## config.mk

```make
export PLATFORM = sky130hd
export DESIGN_NAME = alpharetz_uart_rx_flat
export DESIGN_NICKNAME = d
export VERILOG_FILES = /design/src/rtl/alpharetz_uart_rx_if.sv /design/src/rtl/alpharetz_uart_rx.sv /design/src/flat_wrapper.sv
export SDC_FILE = /design/constraint.sdc
export NUM_CORES = 1
export LEC_CHECK = 0
export ABC_CLOCK_PERIOD_IN_PS = 3300
export BUFFER_PORTS_ARGS = -buffer_cell sky130_fd_sc_hd__buf_2
export CORE_UTILIZATION = 35
export CTS_CLUSTER_SIZE = 10
export DETAILED_ROUTE_END_ITERATION = 16
export PLACE_DENSITY_LB_ADDON = 0.2
export SYNTH_ARGS = -nofsm -noshare
export SYNTH_HDL_FRONTEND = slang
export SYNTH_SLANG_ARGS = --single-unit
```

## constraint.sdc

```tcl
create_clock -name sys_clk -period 3.3 [get_ports sys_clk]
set_input_delay 0.99 -clock sys_clk [delete_from_list [all_inputs] [get_ports sys_clk]]
set_output_delay 0.99 -clock sys_clk [all_outputs]
set_load 0.005 [all_outputs]
```

## src/rtl/alpharetz_uart_rx_if.sv

```systemverilog
// CPU-facing bundle of the UART receiver: serial pin in, byte/flags/handshake out.
interface alpharetz_uart_rx_if #(
  parameter int UART_DATA_WIDTH = 8
);
  logic                       uart_rx;
  logic                       rx_ack;
  logic [UART_DATA_WIDTH-1:0] rx_data;
  logic                       rx_valid;
  logic                       parity_err;
  logic                       frame_err;
  logic                       overrun;
  logic                       busy;

  modport slave (
    input  uart_rx,
    input  rx_ack,
    output rx_data,
    output rx_valid,
    output parity_err,
    output frame_err,
    output overrun,
    output busy
  );

  modport master (
    output uart_rx,
    output rx_ack,
    input  rx_data,
    input  rx_valid,
    input  parity_err,
    input  frame_err,
    input  overrun,
    input  busy
  );
endinterface

```

## src/rtl/alpharetz_uart_rx.sv

```systemverilog
// UART receiver: start, LSB-first data, even parity, stop; mid-bit sampling on
// enable-qualified cycles, single-entry output holding register with ack/overrun.
module alpharetz_uart_rx #(
  parameter int UART_DATA_WIDTH = 8,
  parameter int UART_CLK_RATIO  = 16
) (
  input  logic                  sys_clk,
  input  logic                  sync_rst,
  input  logic                  sys_clk_en,
  alpharetz_uart_rx_if.slave    bus
);

  localparam int W      = UART_DATA_WIDTH;
  localparam int R      = UART_CLK_RATIO;
  localparam int H      = R / 2;
  localparam int BAUD_W = $clog2(R);
  localparam int BIT_W  = $clog2(W);

  localparam logic [BAUD_W-1:0] BAUD_LAST = BAUD_W'(R - 1);
  localparam logic [BAUD_W-1:0] BAUD_HALF = BAUD_W'(H - 1);
  localparam logic [BIT_W-1:0]  BIT_LAST  = BIT_W'(W - 1);

  typedef enum logic [2:0] {
    IDLE   = 3'd0,
    START  = 3'd1,
    DATA   = 3'd2,
    PARITY = 3'd3,
    STOP   = 3'd4
  } state_t;

  state_t              state, state_nx;
  logic                rx_sync_p0, rx_sync_p1;
  logic [BAUD_W-1:0]   baud_cnt, baud_nx;
  logic [BIT_W-1:0]    bit_cnt, bit_nx;
  logic                armed;
  logic                smp_data, smp_par, smp_stop;
  logic [W-1:0]        shift_data;
  logic                par_err;
  logic [W-1:0]        data_q;
  logic                valid_q, perr_q, ferr_q, ovr_q;
  logic                ack;

  function automatic logic parity_mismatch(input logic [W-1:0] d, input logic p);
    return p ^ (^d);
  endfunction

  // Stage p0/p1: two-flop synchroniser, runs every clock regardless of enable
  always_ff @(posedge sys_clk) begin
    if (sync_rst) begin
      rx_sync_p0 <= 1'b1;
      rx_sync_p1 <= 1'b1;
    end else begin
      rx_sync_p0 <= bus.uart_rx;
      rx_sync_p1 <= rx_sync_p0;
    end
  end

  // Control state; armed blocks re-triggering on a line held low after a stop sample
  always_ff @(posedge sys_clk) begin
    if (sync_rst) begin
      state    <= IDLE;
      baud_cnt <= '0;
      bit_cnt  <= '0;
      armed    <= 1'b1;
    end else begin
      state    <= state_nx;
      baud_cnt <= baud_nx;
      bit_cnt  <= bit_nx;
      if (sys_clk_en)
        armed <= smp_stop ? 1'b0 : (armed | rx_sync_p1);
    end
  end

  always_comb begin
    state_nx = state;
    baud_nx  = baud_cnt;
    bit_nx   = bit_cnt;
    smp_data = 1'b0;
    smp_par  = 1'b0;
    smp_stop = 1'b0;
    if (sys_clk_en) begin
      case (state)
        IDLE: begin
          if (!rx_sync_p1 && armed) begin
            state_nx = START;
            baud_nx  = '0;
          end
        end
        START: begin
          if (baud_cnt == BAUD_HALF) begin
            baud_nx  = '0;
            bit_nx   = '0;
            state_nx = rx_sync_p1 ? IDLE : DATA;
          end else begin
            baud_nx = baud_cnt + 1'b1;
          end
        end
        DATA: begin
          if (baud_cnt == BAUD_LAST) begin
            baud_nx  = '0;
            smp_data = 1'b1;
            if (bit_cnt == BIT_LAST) begin
              bit_nx   = '0;
              state_nx = PARITY;
            end else begin
              bit_nx = bit_cnt + 1'b1;
            end
          end else begin
            baud_nx = baud_cnt + 1'b1;
          end
        end
        PARITY: begin
          if (baud_cnt == BAUD_LAST) begin
            baud_nx  = '0;
            smp_par  = 1'b1;
            state_nx = STOP;
          end else begin
            baud_nx = baud_cnt + 1'b1;
          end
        end
        STOP: begin
          if (baud_cnt == BAUD_LAST) begin
            baud_nx  = '0;
            smp_stop = 1'b1;
            state_nx = IDLE;
          end else begin
            baud_nx = baud_cnt + 1'b1;
          end
        end
        default: begin
          state_nx = IDLE;
          baud_nx  = '0;
          bit_nx   = '0;
        end
      endcase
    end
  end

  // Stage p2: mid-bit samples into the assembly register
  always_ff @(posedge sys_clk) begin
    if (smp_data)
      shift_data[bit_cnt] <= rx_sync_p1;
    if (smp_par)
      par_err <= parity_mismatch(shift_data, rx_sync_p1);
  end

  assign ack = bus.rx_ack && valid_q;

  // Delivery: a frame landing on a still-valid, unacknowledged word flags overrun
  always_ff @(posedge sys_clk) begin
    if (sync_rst) begin
      data_q  <= '0;
      valid_q <= 1'b0;
      perr_q  <= 1'b0;
      ferr_q  <= 1'b0;
      ovr_q   <= 1'b0;
    end else if (smp_stop) begin
      data_q  <= shift_data;
      perr_q  <= par_err;
      ferr_q  <= ~rx_sync_p1;
      valid_q <= 1'b1;
      ovr_q   <= valid_q && !bus.rx_ack;
    end else if (ack) begin
      valid_q <= 1'b0;
      perr_q  <= 1'b0;
      ferr_q  <= 1'b0;
      ovr_q   <= 1'b0;
    end
  end

  assign bus.rx_data    = data_q;
  assign bus.rx_valid   = valid_q;
  assign bus.parity_err = perr_q;
  assign bus.frame_err  = ferr_q;
  assign bus.overrun    = ovr_q;
  assign bus.busy       = (state != IDLE);

endmodule
```

## src/flat_wrapper.sv

```systemverilog
// flat-port wrapper written by rule: the top's interface ports become plain ports
module alpharetz_uart_rx_flat 
#(
  parameter int UART_DATA_WIDTH = 8,
  parameter int UART_CLK_RATIO  = 16
)
  (sys_clk, sync_rst, sys_clk_en, bus_uart_rx, bus_rx_ack, bus_rx_data, bus_rx_valid, bus_parity_err, bus_frame_err, bus_overrun, bus_busy);
  alpharetz_uart_rx_if #(.UART_DATA_WIDTH(UART_DATA_WIDTH)) bus_i ();
  input  logic sys_clk;
  input  logic sync_rst;
  input  logic sys_clk_en;
  input wire logic [$bits(bus_i.uart_rx)-1:0] bus_uart_rx;
  input wire logic [$bits(bus_i.rx_ack)-1:0] bus_rx_ack;
  output wire logic [$bits(bus_i.rx_data)-1:0] bus_rx_data;
  output wire logic [$bits(bus_i.rx_valid)-1:0] bus_rx_valid;
  output wire logic [$bits(bus_i.parity_err)-1:0] bus_parity_err;
  output wire logic [$bits(bus_i.frame_err)-1:0] bus_frame_err;
  output wire logic [$bits(bus_i.overrun)-1:0] bus_overrun;
  output wire logic [$bits(bus_i.busy)-1:0] bus_busy;
  assign bus_i.uart_rx = bus_uart_rx;
  assign bus_i.rx_ack = bus_rx_ack;
  assign bus_rx_data = bus_i.rx_data;
  assign bus_rx_valid = bus_i.rx_valid;
  assign bus_parity_err = bus_i.parity_err;
  assign bus_frame_err = bus_i.frame_err;
  assign bus_overrun = bus_i.overrun;
  assign bus_busy = bus_i.busy;
  alpharetz_uart_rx #(.UART_DATA_WIDTH(UART_DATA_WIDTH), .UART_CLK_RATIO(UART_CLK_RATIO)) u_core (.sys_clk(sys_clk), .sync_rst(sync_rst), .sys_clk_en(sys_clk_en), .bus(bus_i));
endmodule
```

Word-level counts from Yosys, hierarchy flattened. Cells that the tools add are included.

Register bits after elaboration: 34. Bits in latches: 0. RAM bits: 0. Bits in read-only memories: 0. Input bits: 5. Output and inout port bits: 13. Logic and storage cells: 81. Memories: 0.

$add $sub $neg: 2. Multipliers: 0. Divide/modulo/power cells: 0. Order comparisons: 2. Equal/unequal tests: 13. Shift-type cells: 0. Multiplexer cells: 32. Bitwise logic cells: 4. Reductions and logical operators: 15.

Operator list (count): $mux 3 (9); $pmux 3 s5 (1); $mux 1 (14); $mux 4 (3); $ne 2x1->1 const B (6); $pmux 4 s3 (1); $pmux 3 s3 (1); $bwmux 8 (1); $reduce_xor 8->1 (1); $reduce_and 7->1 (1); $eq 3x2->1 const B (2); $eq 3x3->1 const B (2); $reduce_or 3->1 (2); $add 4x1->4 const B (1); $eq 4x3->1 const B (1); $eq 4x4->1 const B (1); $logic_and 1x1->1 (4); $lt 3x4->1 const B (1); $reduce_and 4->1 (1); $add 3x1->3 const B (1); $demux 1 s3 (1); $eq 3x1->1 const B (1); $ge 3x1->1 const B (1); $logic_not 3->1 (1); 8 further kinds (10).

Depth between registers and ports, before layout.
Word-level depth: 5. Depth in mapped cells: 6. Depth with buffers taken out: 6.

Worst setup path before layout. Ideal clock, no wire load.

Path kind: input-to-reg. From: input sys_clk_en. To: register u_core.shift_data[0], enable pin. Library setup time: 312 ps. Data arrival time: 1614 ps. Required time: 2988 ps. Path slack: 1374 ps. Cell stages on the path: 4. Cell sequence: and4_1 > and3_1 > nand2b_1 > nor3_1.

Cells in the longest elaborated chain, start to end: 1.

Ends and longest elaborated chain: start, declared (RTL line flat_wrapper.sv:11) `input logic sys_clk_en;`; $mux 1 (RTL line alpharetz_uart_rx.sv:81) `if (sys_clk_en) begin`; end signal, assigned by index (RTL line alpharetz_uart_rx.sv:142) `shift_data[bit_cnt] <= rx_sync_p1;`; end, declared (RTL line alpharetz_uart_rx.sv:37) `logic [W-1:0] shift_data;`.

Every way passes these cells. A chain may end at the register's enable or synchronous reset.

Worst setup path in the final report.
From: register u_core.state[1]. To: output bus_busy.

Cells in the longest elaborated chain, start to end: 1.

Ends and longest elaborated chain: start, declared (RTL line alpharetz_uart_rx.sv:31) `state_t state, state_nx;`; start signal, assigned (RTL line alpharetz_uart_rx.sv:66) `state <= state_nx;`; $reduce_bool 3->1 (RTL line alpharetz_uart_rx.sv:176) `assign bus.busy = (state != IDLE);`; end, declared (RTL line flat_wrapper.sv:19) `output wire logic [$bits(bus_i.busy)-1:0] bus_busy;`.

Every way passes these cells.

==> results.md <==
Power and ir drop:
- For this design the ratio of total power to cell area is 446 nW/µm².
- Cell internal power was estimated by the tool at 0.611 mW.
- The analysis attributes to cell leakage a power of ~0.64 nW.
- Per report_power, the sequential group accounts for 55.3% of the total.
- The fraction of power consumed by the clock network is 40.1%.
- The power spent charging and discharging nets is 0.173 mW.
- The switching part of the total power is 22.0%.
- In this run, the combinational gates consume approximately 4.6% of the power.
- The peak supply drop is ~0.15 mV.

Drt:
- After detailed routing, the number of vias per cell comes to 5.12.
- In the routed design, unresolved DRC markers number 0.
- The routed wire length is about 3100 µm.
- Dividing the detail-routed wire length by the instance count gives 13.1 µm.
- The routed layout has 1204 vias.
- Before antenna repair, the detailed router went through 4 iterations.
- The number of DRC markers after the initial detailed-route iteration is 56.
- The count of nets left with antenna violations once routing finished came out at 0.

Critical path:
- The worst path arrival time is 1320 ps.
- The signal on the critical path passes through or3_4 > buf_2.
- The highest-delay cell along the critical path is sky130_fd_sc_hd__or3_4.
- The startpoint identified for the worst register-to-register timing path is u_core.baud_cnt[0]$_SDFFE_PP0P_.
- The type of element launching the critical path is a flip-flop.
- The required time of the critical path is 2310 ps.
- The maximum single-stage delay on the critical path is 460 ps.
- Along the worst path, the maximum fanout reaches 13.
- The critical path is of the flip-flop to primary output type.
- STA classifies the critical path endpoint as a primary output.
- The start point of the critical path is u_core.state[1]$_SDFFE_PP0P_.

Final layout:
- The fraction of layout cells with a size suffix above 1 is 17.8%.
- Leaving out fill and tap cells, the most frequent cells in the layout are sky130_fd_sc_hd__nand2_1, sky130_fd_sc_hd__dfxtp_1, sky130_fd_sc_hd__a21oi_1, sky130_fd_sc_hd__buf_2, sky130_fd_sc_hd__nor2_1.
- The core utilization of the finished layout is 42.8%.
- The number of antenna diodes in the final layout is 0.
- The area overhead of the layout relative to synthesis is 13.7%.
- The library cell used most frequently in the layout, excluding fill and tap cells, is sky130_fd_sc_hd__nand2_1.
- The number of nets in the layout is 192.

Min path:
- The tightest min-delay check is of the flip-flop to flip-flop type.
- The startpoint identified for the worst hold timing path is u_core.rx_sync_p0$_SDFF_PP1_.

Synth:
- The synthesized design devotes to its leading area cell type 32.3% of total area.
- Synthesis produced a netlist whose cell count is 166.
- In the synthesized netlist the dominant register cell turns out to be sky130_fd_sc_hd__dfxtp_1.
- The netlist uses 38 different library cells.
- In this run, synthesis produced a sequential element count of 34.
- The number of enable-type register cells in the synthesized netlist is 9.
- The count of warnings emitted by yosys is 0.
- After synthesis, the largest family of logic cells by area is simple AND/OR/NAND/NOR gates.
- The biggest area contributor in the post-synthesis netlist is sky130_fd_sc_hd__dfxtp_1.
- Yosys attributes the largest share of cell area to sky130_fd_sc_hd__dfxtp_1, sky130_fd_sc_hd__edfxtp_1, sky130_fd_sc_hd__nand2_1.
- Of the total synthesized cell area, the portion taken by XOR and XNOR cells is 6.14%.
- The fraction of registers with async set/reset is 0%.
- The sequential cell area fraction in the yosys report is roughly half.
- Multiplexer cells account for between 2 and 2.5% of the synthesized area.
- The synthesized-area fraction occupied by ao, oa, aoi and oai cells is 14.1%.
- Summing the areas of all and, or, nand and nor instances in the mapped netlist gives 22.3% of the synthesized area.
- The number of nets in the synthesized netlist is 174.
- The post-synth design cell area is 1550 µm².
- In this run the mean area of a mapped cell was 9.33 µm².
- Of the total synthesized cell area, the portion taken by full adders, half adders and majority gates is 2.42%.

Clock tree:
- The clock tree synthesis step divided the H-tree into 2 levels.
- The clock transition at the registers of the reported paths is 70 ps.
- The number of gates resized after CTS was 0.
- The clock net in this run drives a total of 34 sinks.
- The clock tree from TritonCTS is done.
- The number of buffers inserted by post-CTS setup repair is 0.
- The number of hold buffers added after CTS was 0.
- TritonCTS created 5 clock buffers.
- Clock latency on the worst-skew pair, taken at its later pin, is between 200 and 300 ps.
- The clock passes through at most 2 buffers.
- Clock tree synthesis selected as its root buffer the cell sky130_fd_sc_hd__clkbuf_8.

Timing:
- The transition time of the tightest slew-check pin is 485 ps.
- The worst path in the final design needs a cycle of 2310 ps, including I/O delays and setup.
- Setup repair after global routing left no endpoint under its margin.
- The accumulated negative setup slack is 0 ps.
- The fmax is approximately 0.43 GHz.
- Clock skew on the completed layout was measured at 8.56 ps.
- Measured against its own limit, the worst slew margin works out to 67.6%.
- The hold violation count in the final report is 0.
- The max-slew violation count is 0.
- Of the available clock period, the critical path in the final layout requires a little over two thirds.
- The setup violation total in the final timing report is 0.

Floorplan:
- The initial core utilization is 37.6%.
- The floorplan step defined a die boundary enclosing 4700 µm².
- During I/O placement, the number of pins put on the boundary was 18.
- The core area is 4120 µm².
- In this run the core area contains 23 standard-cell rows.
- The chip width is 68.5 µm.
- The y dimension of the die is between 60 and 70 µm.

Job:
- The tool flagged a number of max-cap violations equal to 0.

Place:
- The placer's final routability congestion estimate is 0.818.
- The half-perimeter wire length of the detailed placement result is 2200 µm.
- In this run the tool buffered the top-level ports with 17 buffer cells.

Outcome:
- The run finished with clean final reports.

Global route:
- The remaining global-route overflow is 0.
- The number of antenna violations at the first check in global routing came to 0.
- The number of global-route vias before repair is approximately 1100.
- The pin count of the biggest net entering global routing is 25.
- The global-route wire length before repair is 5130 µm.
- Across every metal layer, demand over resource in global routing totals 15.2%.
[synth_stat cells (2+ instances only)]
cell,instances
sky130_fd_sc_hd__nand2_1,26
sky130_fd_sc_hd__dfxtp_1,25
sky130_fd_sc_hd__a21oi_1,18
sky130_fd_sc_hd__nor2_1,13
sky130_fd_sc_hd__edfxtp_1,9
sky130_fd_sc_hd__xnor2_1,7
sky130_fd_sc_hd__inv_1,6
sky130_fd_sc_hd__nand2b_1,6
sky130_fd_sc_hd__nand3_1,6
sky130_fd_sc_hd__buf_2,4
sky130_fd_sc_hd__o21ai_0,4
sky130_fd_sc_hd__ha_1,3
sky130_fd_sc_hd__nor2b_1,3
sky130_fd_sc_hd__nor3_1,3
sky130_fd_sc_hd__a31oi_1,2
sky130_fd_sc_hd__and3_1,2
sky130_fd_sc_hd__clkbuf_1,2
sky130_fd_sc_hd__mux2i_1,2
sky130_fd_sc_hd__nand4_1,2
sky130_fd_sc_hd__nand4b_1,2
sky130_fd_sc_hd__o31ai_1,2
sky130_fd_sc_hd__or2_2,2
sky130_fd_sc_hd__xor2_1,2
[sequential cells by signal, indices dropped and copies added, names as in the netlist]
signal and flops:
u_core.bus.rx_data 8, u_core.shift_data 8, u_core.baud_cnt 4, u_core.bit_cnt 3
u_core.state 3, u_core.armed 1, u_core.bus.frame_err 1, u_core.bus.overrun 1
u_core.bus.parity_err 1, u_core.bus.rx_valid 1, u_core.par_err 1, u_core.rx_sync_p0 1
u_core.rx_sync_p1 1
[layout make-up]
cell class                      instances  area, µm²
Fill cell                             410       2350
Clock buffer                            7       86.3
Tap cell                               50       62.6
Sequential cell                        34        771
Clock inverter                          1       5.00
Inverter                                6       22.5
Multi-Input combinational cell        120        728
Timing Repair Buffer                   17       85.1
[layer usage]
| metal | up-vias | GRT usage (%) | share of wire, % |
|---|---|---|---|
| met5 | - | 0 | 0 |
| met4 | 0 | 6.25 | 1.6 |
| met3 | 5 | 4.61 | 5.5 |
| met2 | 28 | 24.0 | 43 |
| met1 | 559 | 19.1 | 49 |
| li1 | 612 | - | - |
[power groups by stage]
| stage | sequential (mW) | combinational, mW | clock [mW] |
|---|---|---|---|
| after CTS | 0.434 | 0.0362 | 0.324 |
| after global placement | 0.443 | 0.0356 | 0 |
| after floorplan | 0.441 | 0.0259 | 0 |
| after detailed placement | 0.443 | 0.0360 | 0 |
| after global routing | 0.434 | 0.0400 | 0.344 |
| final | 0.434 | 0.0364 | 0.315 |
[final timing paths]
check,slack (ps),endpoint,depth (start not counted)
worst max-delay path,990,bus_busy,2
worst min-delay path,410,u_core.rx_sync_p1$_SDFF_PP1_,1
worst max register to register,1500,u_core.bus.frame_err$_SDFFE_PP0P_,5
worst min register to register,410,u_core.rx_sync_p1$_SDFF_PP1_,1
[through the flow]
stage | hold WS, ps | setup slack, ps | cells | power [mW] | area, µm²
final | 414 | 985 | 235 | 0.784 | 1760
after global routing | 436 | 924 | 235 | 0.817 | 1760
after CTS | 419 | 977 | 235 | 0.794 | 1760
after detailed placement | 399 | 990 | 227 | 0.479 | 1670
after global placement | 399 | 1080 | 227 | 0.478 | 1670
after floorplan | 389 | 1370 | 166 | 0.467 | 1550
[cells by family (layout without fill, tap and decap cells)]
group / count (synthesis) / count (layout)
compound gates: 34 / 34
fa+ha+maj: 3 / 3
buf+inv: 12 / 31
xor+xnor: 10 / 10
mux: 3 / 3
simple gates: 70 / 70
flops: 34 / 34
[worst max-delay path: cells and delay by family (launching register included)]
family | cells | cell delay, ps
AND/OR/NAND/NOR | 1 | 460
buffers and inverters | 1 | 140
flip-flops | 1 | 440
Note: power is estimated with default switching activity, not from simulation.
